<file path="config.mk">
export PLATFORM = sky130hd
export DESIGN_NAME = ripple_cascade_counter
export DESIGN_NICKNAME = d
export VERILOG_FILES = /design/src/rtl/ripple_cascade_counter.sv
export SDC_FILE = /design/constraint.sdc
export NUM_CORES = 1
export LEC_CHECK = 0
export BUFFER_PORTS_ARGS = -buffer_cell sky130_fd_sc_hd__buf_4
export CAP_MARGIN = 20
export CORE_UTILIZATION = 30
export DETAILED_ROUTE_END_ITERATION = 10
export HOLD_SLACK_MARGIN = 0.03
export SKIP_CTS_REPAIR_TIMING = 1
export SYNTH_ARGS = -nofsm -noshare
export SYNTH_HDL_FRONTEND = slang
export SYNTH_SLANG_ARGS = --single-unit
</file>
<file path="constraint.sdc">
create_clock -name clk -period 5.18 [get_ports clk]
set_input_delay 0 -clock clk [delete_from_list [all_inputs] [get_ports clk]]
set_output_delay 0 -clock clk [all_outputs]
set_load 0.005 [all_outputs]
</file>
<file path="src/rtl/ripple_cascade_counter.sv">
// Upper stage of a cascaded modulo-(TERM+1) up/down counter chain with parallel
// load, saturating wrap counter and sticky load-clamp flag.
module ripple_cascade_counter #(
    parameter int unsigned WIDTH = 6,
    parameter int unsigned TERM  = 20,
    parameter int unsigned EDGE  = 0
) (
    input  logic             clk,
    input  logic             clear,
    input  logic             ctrl,
    input  logic             ripple_in,
    input  logic             load,
    input  logic [WIDTH-1:0] load_val,
    output logic [WIDTH-1:0] count,
    output logic             ripple_out,
    output logic [7:0]       wraps,
    output logic             load_err
);

    localparam logic [WIDTH-1:0] TERM_V = WIDTH'(TERM);

    logic [WIDTH-1:0] count_q, count_d;
    logic [7:0]       wraps_q, wraps_d;
    logic             load_err_q, load_err_d;
    logic             ripple_in_q;
    logic             step;
    logic             at_term;

    always_comb begin
        step    = (EDGE != 0) ? (ripple_in & ~ripple_in_q) : ripple_in;
        at_term = ctrl ? (count_q == '0) : (count_q == TERM_V);
        // High in exactly the cycle this stage wraps, so the next stage steps with no added latency.
        ripple_out = step & ~clear & ~load & at_term;
    end

    always_comb begin
        count_d    = count_q;
        wraps_d    = wraps_q;
        load_err_d = load_err_q;
        if (load) begin
            if (load_val > TERM_V) begin
                count_d    = TERM_V;
                load_err_d = 1'b1;
            end else begin
                count_d = load_val;
            end
        end else if (step) begin
            if (at_term) begin
                count_d = ctrl ? TERM_V : '0;
                if (wraps_q != '1) begin
                    wraps_d = wraps_q + 8'd1;
                end
            end else begin
                count_d = ctrl ? (count_q - WIDTH'(1)) : (count_q + WIDTH'(1));
            end
        end
    end

    always_ff @(posedge clk) begin
        if (clear) begin
            count_q     <= '0;
            wraps_q     <= '0;
            load_err_q  <= 1'b0;
            ripple_in_q <= 1'b0;
        end else begin
            count_q     <= count_d;
            wraps_q     <= wraps_d;
            load_err_q  <= load_err_d;
            ripple_in_q <= ripple_in;
        end
    end

    assign count    = count_q;
    assign wraps    = wraps_q;
    assign load_err = load_err_q;

endmodule

</file>
==> results of run 1 <==
==> layer usage <==
layer	part of all wire (%)	wire (um)	GRT usage, %
met4	0.49	13	5.52
met1	47	1250	19.7
met2	49	1310	27.2
met5	0	0	0
met3	3.6	97	2.99
==> worst register-to-register path, stage by stage, from the launching register on <==
cell	delay, ns
dfxtp_1	0.40
nor4_4	0.42
o21ai_0	0.18
and2_1	0.23
o21ai_0	0.18
a21oi_1	0.09
dlygate4sd3_1	0.55
==> cell usage after synthesis (3+ instances only) <==
library cell,instances,area [um^2]
a21oi_1,10,50.1
a31oi_1,3,18.8
dfxtp_1,15,300
ha_1,5,62.6
inv_1,6,22.5
nand2_1,8,30.0
nand3_1,7,35.0
nand3b_1,3,22.5
nor2_1,11,41.3
nor2b_1,3,18.8
nor3b_1,5,37.5
o21ai_0,7,35.0
xor2_1,6,52.6
==> per-stage QoR <==
| stage | worst slack, ns | area [um^2] |
|---|---|---|
| after global placement | 3.14 | 1280 |
| after CTS | 3.05 | 1300 |
| after floorplan | 3.31 | 1040 |
| after global routing | 2.84 | 1370 |
| after detailed placement | 3.07 | 1280 |
| final | 3.04 | 1370 |
==> sequential cells by signal, summed over array words and instances (netlist names) <==
name,count
load_err,1
wraps,8
count,6
==> final cells by class <==
class                   count  area [um^2]  area share (%)
clock buffers               4         26.3            1.91
inverters                   6         22.5            1.64
multi-input cells         101          704            51.3
flip-flops and latches     15          300            21.9
well taps                  44         55.1            4.01
repair buffers             33          265            19.3
==> cells in the final DEF (no fill, tap or decap), types with 5 or more instances in the layout <==
| master | count |
|---|---|
| dfxtp_1 | 15 |
| a21oi_1 | 10 |
| nand2_1 | 8 |
| inv_1 | 6 |
| o21ai_0 | 7 |
| nor2_1 | 11 |
| dlygate4sd3_1 | 7 |
| ha_1 | 5 |
| nor3b_1 | 5 |
| nand3_1 | 7 |
| xor2_1 | 6 |
| buf_4 | 26 |
==> power by group through the flow <==
stage / Clock (uW) / Sequential [uW] / Combinational, uW
final: 67.5 / 130 / 87.6
after global routing: 76.8 / 132 / 98.5
after global placement: 0 / 132 / 80.8
after detailed placement: 0 / 133 / 82.5
after CTS: 72.0 / 130 / 82.9
after floorplan: 0 / 131 / 54.4
==> worst min path at each step <==
stage	depth (start not counted)	from	slack (ns)	to
after detailed placement	2	load	0.29	count[4]$_SDFFE_PP0P_
after global routing	4	load_val[5]	0.07	count[1]$_SDFFE_PP0P_
after floorplan	2	load_val[0]	0.16	count[0]$_SDFFE_PP0P_
final	4	load_val[5]	0.04	count[1]$_SDFFE_PP0P_
after global placement	3	load_val[0]	0.29	count[0]$_SDFFE_PP0P_
after CTS	2	load	-0.02	count[4]$_SDFFE_PP0P_
==> cells by family (layout without fill, tap and decap cells) <==
kind of cell               Yosys count  in the layout  synth area share [%]
and+or+nand+nor                     54             54                  31.3
AOI/OAI and AO/OA                   33             33                  21.6
DFF                                 15             15                  28.9
buffers and inverters                9             43                  3.25
xor gates and xnor gates             7              7                  5.90
adders and majority gates            6              6                  7.95
muxes                                1              1                  1.08
==> metrics.cfg, run 1 <==
[run_status]
status = finished clean

[sta]
min_period_ns = 2.14
relSlewSlack_pct = 73.9
tns_ns = 0
setup_violations = 0
fmax_ghz = 0.466
holdWs_ns = 0.0400
drv_slew = 0
rsz0062_at_grt = false
tightest_slew_ns = 0.389
post-route-period-util_pct = 41.4
hold_viol_final = 0
skew_ns = 0.00603

[route]
vias = 1064
ant_nets = 0
wl_per_cell_um = 13.2
wirelength_um = 2670
firstDrtPassIters = 4
drc_errors = 0
drt_first_iter_violations = 60
via_per_inst = 5.24

[pwr]
pwr-share-seq_pct = 45.7
switchingPower_uw = 89.7
p_per_area_mw_per_mm2 = 208
p_int_uw = 196
p_leak_uw = 0.000581
peakVddDrop_uv = 91.7
switching_share_pct = 31.4
clockPowerShare_pct = 23.6
fin_total_pwr_uw = 286
power_frac_comb_pct = 30.7

[placement]
io_buffers = 26
place_inst = 192
place.gp.congestion = 0.904
dpl.hpwl_um = 1980

[yosys]
syn_nets = 142
synth_enable_flop_cells = 0
syn_inst = 125
yosysUniqueCellTypes = 43
ys_seq_area_share_pct = 28.9
async_flop_share_pct = 0
synthFlopType = dfxtp_1
synth.avg_cell_area_um2 = 8.31
ys_ff_latch = 15
syn_area_mm2 = 0.00104
yosysWarnings = 0

[critical_path]
path_cells = nor4_4, o21ai_0, and2_1, o21ai_0, a21oi_1, dlygate4sd3_1
r2r_start = count[0]$_SDFFE_PP0P_
reg2reg_to = count[0]$_SDFFE_PP0P_
cp_num_cells = 6
crit_type = reg -> reg
critPathBufInv = 1
end_kind = register
crit_path_frequent_cell = o21ai_0
crit_fanout = 7
required_ns = 5.36
ff2ff_path_depth = 6
start_kind = register
cp_slowest_stage_delay_ns = 0.55
r2r_slack_ns = 3.04
startpoint = count[0]$_SDFFE_PP0P_
crit_end = count[0]$_SDFFE_PP0P_
cpMaxStageDelayCell = dlygate4sd3_1
crit_family = simple AND/OR/NAND/NOR gates
arrival_ns = 2.32

[cts]
worst_skew_pair.late_latency_ns = 0.28
htreeDepth = 1
cts_buffer_depth = 2
cts.clk_slew.worst_paths_ns = 0.09
cts_sinks = 15
cts_tree = built
root_buffer = clkbuf_4
numCtsBuffers = 3

[floorplanning]
die_area_mm2 = 0.00370
die_y_um = 60.8
initial_utilization_pct = 32.7
io_pins = 27
die_w_um = 60.8
row_count = 20
coreArea_mm2 = 0.00318

[flow_run]
cap_violations = 0

[final_layout]
final_cells = 203
n_antenna_cell = 0
final_nets = 177
final_core_util_pct = 43.2
drive_gt1_share_pct = 22.0
area_growth_pct = 32.3
num-fill-cells = 327

[global_routing]
grt_pass1_wl_um = 4310
grt_max_degree = 19
grt_pass1_vias = 950
grt_antenna_before_repair = 0
grt_util_all_layers_pct = 15.8
grt_overflow_total = 0

[worst_hold_path]
worst_hold_path_type = in -> reg

(Power assumes the default switching activity.)
==> run 2, diff against run 1 <==
Settings changed: ABC_AREA set to 1.
Clock period 5.18 ns to 2.2 ns, I/O delays scaled along.
==> metrics.cfg, run 2 <==
[floorplanning]
die_w_um = 64.1
die_y_um = 64.1
coreArea_mm2 = 0.00369
io_pins = 27
row_count = 22
initial_utilization_pct = 31.4
die_area_mm2 = 0.00411

[final_layout]
largest_register_ffs = 8
n_antenna_cell = 0
multi_input_area_um2 = 738
layout_commonest_cell = nand2_1
layout_common_cells = 40 x nand2_1, 27 x buf_4, 26 x inv_1
final_nets = 222
regArea_um2 = 300
num-fill-cells = 419
drive_gt1_share_pct = 21.6
area_growth_pct = 25.5

[cts]
htreeDepth = 1
cts_buffer_depth = 2
root_buffer = clkbuf_8
cts_sinks = 15
cts_tree = built
numCtsBuffers = 3
cts.clk_slew.worst_paths_ns = 0.07
worst_skew_pair.late_latency_ns = 0.25

[yosys]
yosysUniqueCellTypes = 26
synth.most_common_cell = nand2_1
yosysTopAreaCellShare_pct = 25.9
syn_nets = 193
ys_seq_area_share_pct = 25.9
synth_enable_flop_cells = 0
yosysTopAreaCell = dfxtp_1
synthTopCellsByArea = dfxtp_1 26%, nand2_1 13%, nand3_1 9.9%
syn_inst = 176
synthTopCellsByCount = 40 x nand2_1, 26 x inv_1, 23 x nand3_1
ys_ff_latch = 15
synth.avg_cell_area_um2 = 6.58
async_flop_share_pct = 0
synthFlopType = dfxtp_1
syn_area_mm2 = 0.00116
yosysWarnings = 0

[route]
firstDrtPassIters = 4
vias = 1159
via_per_inst = 4.60
wirelength_um = 2680
ant_nets = 0
drt_first_iter_violations = 46
drc_errors = 0
wl_per_cell_um = 10.6

[global_routing]
grt_util_all_layers_pct = 14.6
grt_pass1_vias = 1083
grt_max_degree = 14
grt_overflow_total = 0
grt_pass1_wl_um = 4780
grt_antenna_before_repair = 0

[critical_path]
required_ns = 2.38
reg2reg_to = count[4]$_SDFFE_PP0P_
startpoint = count[0]$_SDFFE_PP0P_
cpMaxStageDelayCell = dfxtp_1
cp_num_cells = 11
end_kind = register
crit_path_frequent_cell = nand2_1
crit_family = flip-flops
r2r_slack_ns = 0.51
cp_slowest_stage_delay_ns = 0.47
arrival_ns = 1.87
r2r_start = count[0]$_SDFFE_PP0P_
ff2ff_path_depth = 11
critPathBufInv = 2
path_cells = inv_1, fa_1, inv_1, nand2_1, nand2_1, nand3_1, nand2_1, nand2_1, nand3_1, nand2_1, a21oi_1
crit_end = count[4]$_SDFFE_PP0P_
crit_fanout = 7
start_kind = register
crit_type = reg -> reg

[sta]
rsz0062_at_grt = false
min_period_ns = 1.69
tightest_slew_ns = 0.486
post-route-period-util_pct = 76.8
setup_violations = 0
drv_slew = 0
relSlewSlack_pct = 67.5
fmax_ghz = 0.592
hold_viol_final = 0
holdWs_ns = 0.0280
tns_ns = 0
skew_ns = 0.00169

[pwr]
p_leak_uw = 0.000725
p_per_area_mw_per_mm2 = 527
peakVddDrop_uv = 208

[placement]
place.gp.congestion = 0.783
io_buffers = 26
dpl.hpwl_um = 2050

[worst_hold_path]
worst_hold_path_type = in -> reg

[flow_run]
cap_violations = 0

[run_status]
status = finished clean

-- run 2: changes by cell type after synthesis, moves of 5 or more --
cell / before / now
nand2_1: 8 / 40
inv_1: 6 / 26
nand3_1: 7 / 23
nor2_1: 11 / 17
nand4_1: 2 / 7
nor3b_1: 5 / 0
-- run 2: cell families after synthesis --
family                   synth area share (%)
buffers and inverters                    10.4
AO/OA/AOI/OAI                            11.6
AND/OR/NAND/NOR                          40.5
flip-flops                               25.9
XOR/XNOR                                 4.54
adder cells (fa/ha/maj)                  7.13
-- run 2: area by class of cell --
cell class | instances | area share, %
Clock buffer | 3 | 2.84
Clock inverter | 1 | 0.344
Inverter | 28 | 7.31
Multi-Input combinational cell | 130 | 50.8
Sequential cell | 15 | 20.7
Tap cell | 48 | 4.13
Timing Repair Buffer | 27 | 13.9
-- run 2: per-layer routing --
layer,share of wire [%],routed length (um),GRT usage [%]
met5,0,0,0
met3,3.2,86,2.14
met4,0.93,25,4.17
met1,54,1440,20.8
met2,42,1130,22.7
-- run 2: worst reg2reg max path, cell delays in order, from the launching register on --
cell and delay (ns):
dfxtp_1 0.47, inv_1 0.12, fa_1 0.44, inv_1 0.09
nand2_1 0.05, nand2_1 0.05, nand3_1 0.06, nand2_1 0.07
nand2_1 0.05, nand3_1 0.06, nand2_1 0.05, a21oi_1 0.12
-- run 2: stage by stage --
step	total power [uW]	instances	utilization, %	area [um^2]	worst slack (ns)
final	766	252	39.4	1450	0.510
after global placement	543	248	38.2	1410	0.572
after global routing	819	252	39.4	1450	0.342
after CTS	777	252	39.4	1450	0.506
after floorplan	464	176	-	1160	0.632
after detailed placement	542	248	38.2	1410	0.526
-- run 2: worst min path at each step --
stage / slack (ns) / startpoint / cells past startpoint / endpoint
floorplan: 0.04 / clear / 1 / ripple_out
global placement: 0.30 / clear / 2 / count[5]$_SDFFE_PP0P_
detailed placement: 0.29 / clear / 2 / wraps[6]$_SDFFE_PP0P_
CTS: 0.03 / clear / 2 / wraps[6]$_SDFFE_PP0P_
global route: 0.04 / clear / 2 / wraps[2]$_SDFFE_PP0P_
finish: 0.03 / clear / 2 / wraps[7]$_SDFFE_PP0P_
-- run 2: power breakdown --
part	internal, uW	leakage (uW)	switching [uW]
logic	97.4	0.000577	131
clock network	125	0.0000255	107
registers	285	0.000122	20.4
total	508	0.000725	258
==> run 3, diff against run 2 <==
Clock period 2.2 ns to 1.4 ns, I/O delays scaled along.
==> metrics.cfg, run 3 (synthesized netlist as in run 2, its figures left out) <==
[route]
via_per_inst = 4.60
wirelength_um = 3080
drt_first_iter_violations = 63
drc_errors = 0
wl_per_cell_um = 11.3
ant_nets = 0
vias = 1255
firstDrtPassIters = 4

[floorplanning]
die_y_um = 64.1
die_area_mm2 = 0.00411
coreArea_mm2 = 0.00369
die_w_um = 64.1
row_count = 22
io_pins = 27
initial_utilization_pct = 31.4

[critical_path]
reg2reg_to = wraps[0]$_SDFFE_PP0P_
path_cells = buf_6, nor3_4, nand3_4, nor2_8, nand2_8, o21ai_2, nor2_2
required_ns = 1.54
r2r_slack_ns = -0.07
arrival_ns = 1.61
critPathBufInv = 1
ff2ff_path_depth = 7
start_kind = register
cpMaxStageDelayCell = dfxtp_4
r2r_start = count[1]$_SDFFE_PP0P_
cp_slowest_stage_delay_ns = 0.36
crit_family = simple AND/OR/NAND/NOR gates
crit_fanout = 8
crit_type = reg -> reg
end_kind = register

[cts]
cts_sinks = 15
cts.clk_slew.worst_paths_ns = 0.06
cts_buffer_depth = 2
cts_tree = built
root_buffer = clkbuf_8
numCtsBuffers = 3
worst_skew_pair.late_latency_ns = 0.25
htreeDepth = 1

[final_layout]
layout_commonest_cell = buf_4
num-fill-cells = 384
final_nets = 243
multi_input_area_um2 = 920
drive_gt1_share_pct = 45.3
largest_register_ffs = 8
regArea_um2 = 310
layout_common_cells = 44 x buf_4, 31 x nand2_1, 23 x inv_1
n_antenna_cell = 0
area_growth_pct = 55.8

[global_routing]
grt_max_degree = 14
grt_overflow_total = 0
grt_pass1_wl_um = 5290
grt_antenna_before_repair = 0
grt_util_all_layers_pct = 16.4
grt_pass1_vias = 1180

[sta]
post-route-period-util_pct = 105
fmax_ghz = 0.680
skew_ns = 0.00555
min_period_ns = 1.47
tns_ns = -0.281
tightest_slew_ns = 0.359
relSlewSlack_pct = 76.0
finalWorstSetupSlack_ns = -0.0696
hold_viol_final = 0
rsz0062_at_grt = true
drv_slew = 0
setup_violations = 11

[placement]
io_buffers = 26
place_ws_ns = -0.0577
place.gp.congestion = 0.803
dpl.hpwl_um = 2330

[flow_run]
cap_violations = 0

[pwr]
peakVddDrop_uv = 371
p_per_area_mw_per_mm2 = 751
p_leak_uw = 0.000848

[worst_hold_path]
hold_path_depth = 2
holdPathEnd = wraps[5]$_SDFFE_PP0P_
worstHoldStart = clear
worst_hold_path_type = in -> reg

[run_status]
violations = setup timing
status = complete, but fails checks

-- run 3: how the worst max path moves through the flow --
stage | depth (start not counted) | slack (ns) | end | from
finish | 7 | -0.07 | wraps[0]$_SDFFE_PP0P_ | count[1]$_SDFFE_PP0P_
CTS | 11 | -0.07 | count[4]$_SDFFE_PP0P_ | count[1]$_SDFFE_PP0P_
floorplan | 10 | 0.02 | count[4]$_SDFFE_PP0P_ | count[0]$_SDFFE_PP0P_
global route | 7 | -0.13 | wraps[1]$_SDFFE_PP0P_ | count[3]$_SDFFE_PP0P_
global placement | 9 | -0.008 | count[5]$_SDFFE_PP0P_ | count[2]$_SDFFE_PP0P_
detailed placement | 11 | -0.06 | count[4]$_SDFFE_PP0P_ | count[1]$_SDFFE_PP0P_
-- run 3: report_power, final --
part           total (uW)  switching [uW]  internal [uW]
Combinational         520             273            247
Clock                 357             156            202
Sequential            479            28.7            450
-- run 3: layout make-up --
| class | count | share of cell area, % |
|---|---|---|
| inverter | 28 | 5.89 |
| timing repair buffer | 47 | 20.2 |
| multi-input combinational | 131 | 50.9 |
| sequential | 15 | 17.2 |
| tap | 48 | 3.33 |
| clock buffer | 4 | 2.49 |
-- run 3: metal layers --
metal / track usage [%] / share of wire (%)
met1: 22.8 / 50
met2: 25.8 / 47
met3: 3.39 / 2.3
met4: 4.17 / 0.81
met5: 0 / 0
-- run 3: through the flow --
step | util (%) | std cells | power, uW | hold slack [ns] | instance area (um^2)
6_report | 48.9 | 273 | 1360 | 0.0445 | 1810
5_1_grt | 48.9 | 273 | 1450 | 0.0420 | 1810
4_1_cts | 43.2 | 268 | 1270 | 0.0222 | 1590
3_5_place_dp | 42.0 | 264 | 910 | 0.285 | 1550
3_3_place_gp | 42.0 | 264 | 907 | 0.292 | 1550
2_1_floorplan | - | 176 | 739 | 0.0353 | 1180
-- run 3: worst register-to-register path, stage by stage (launching register included) --
cell and delay, ns:
dfxtp_4 0.36, buf_6 0.12, nor3_4 0.19, nand3_4 0.16
nor2_8 0.24, nand2_8 0.11, o21ai_2 0.14, nor2_2 0.04
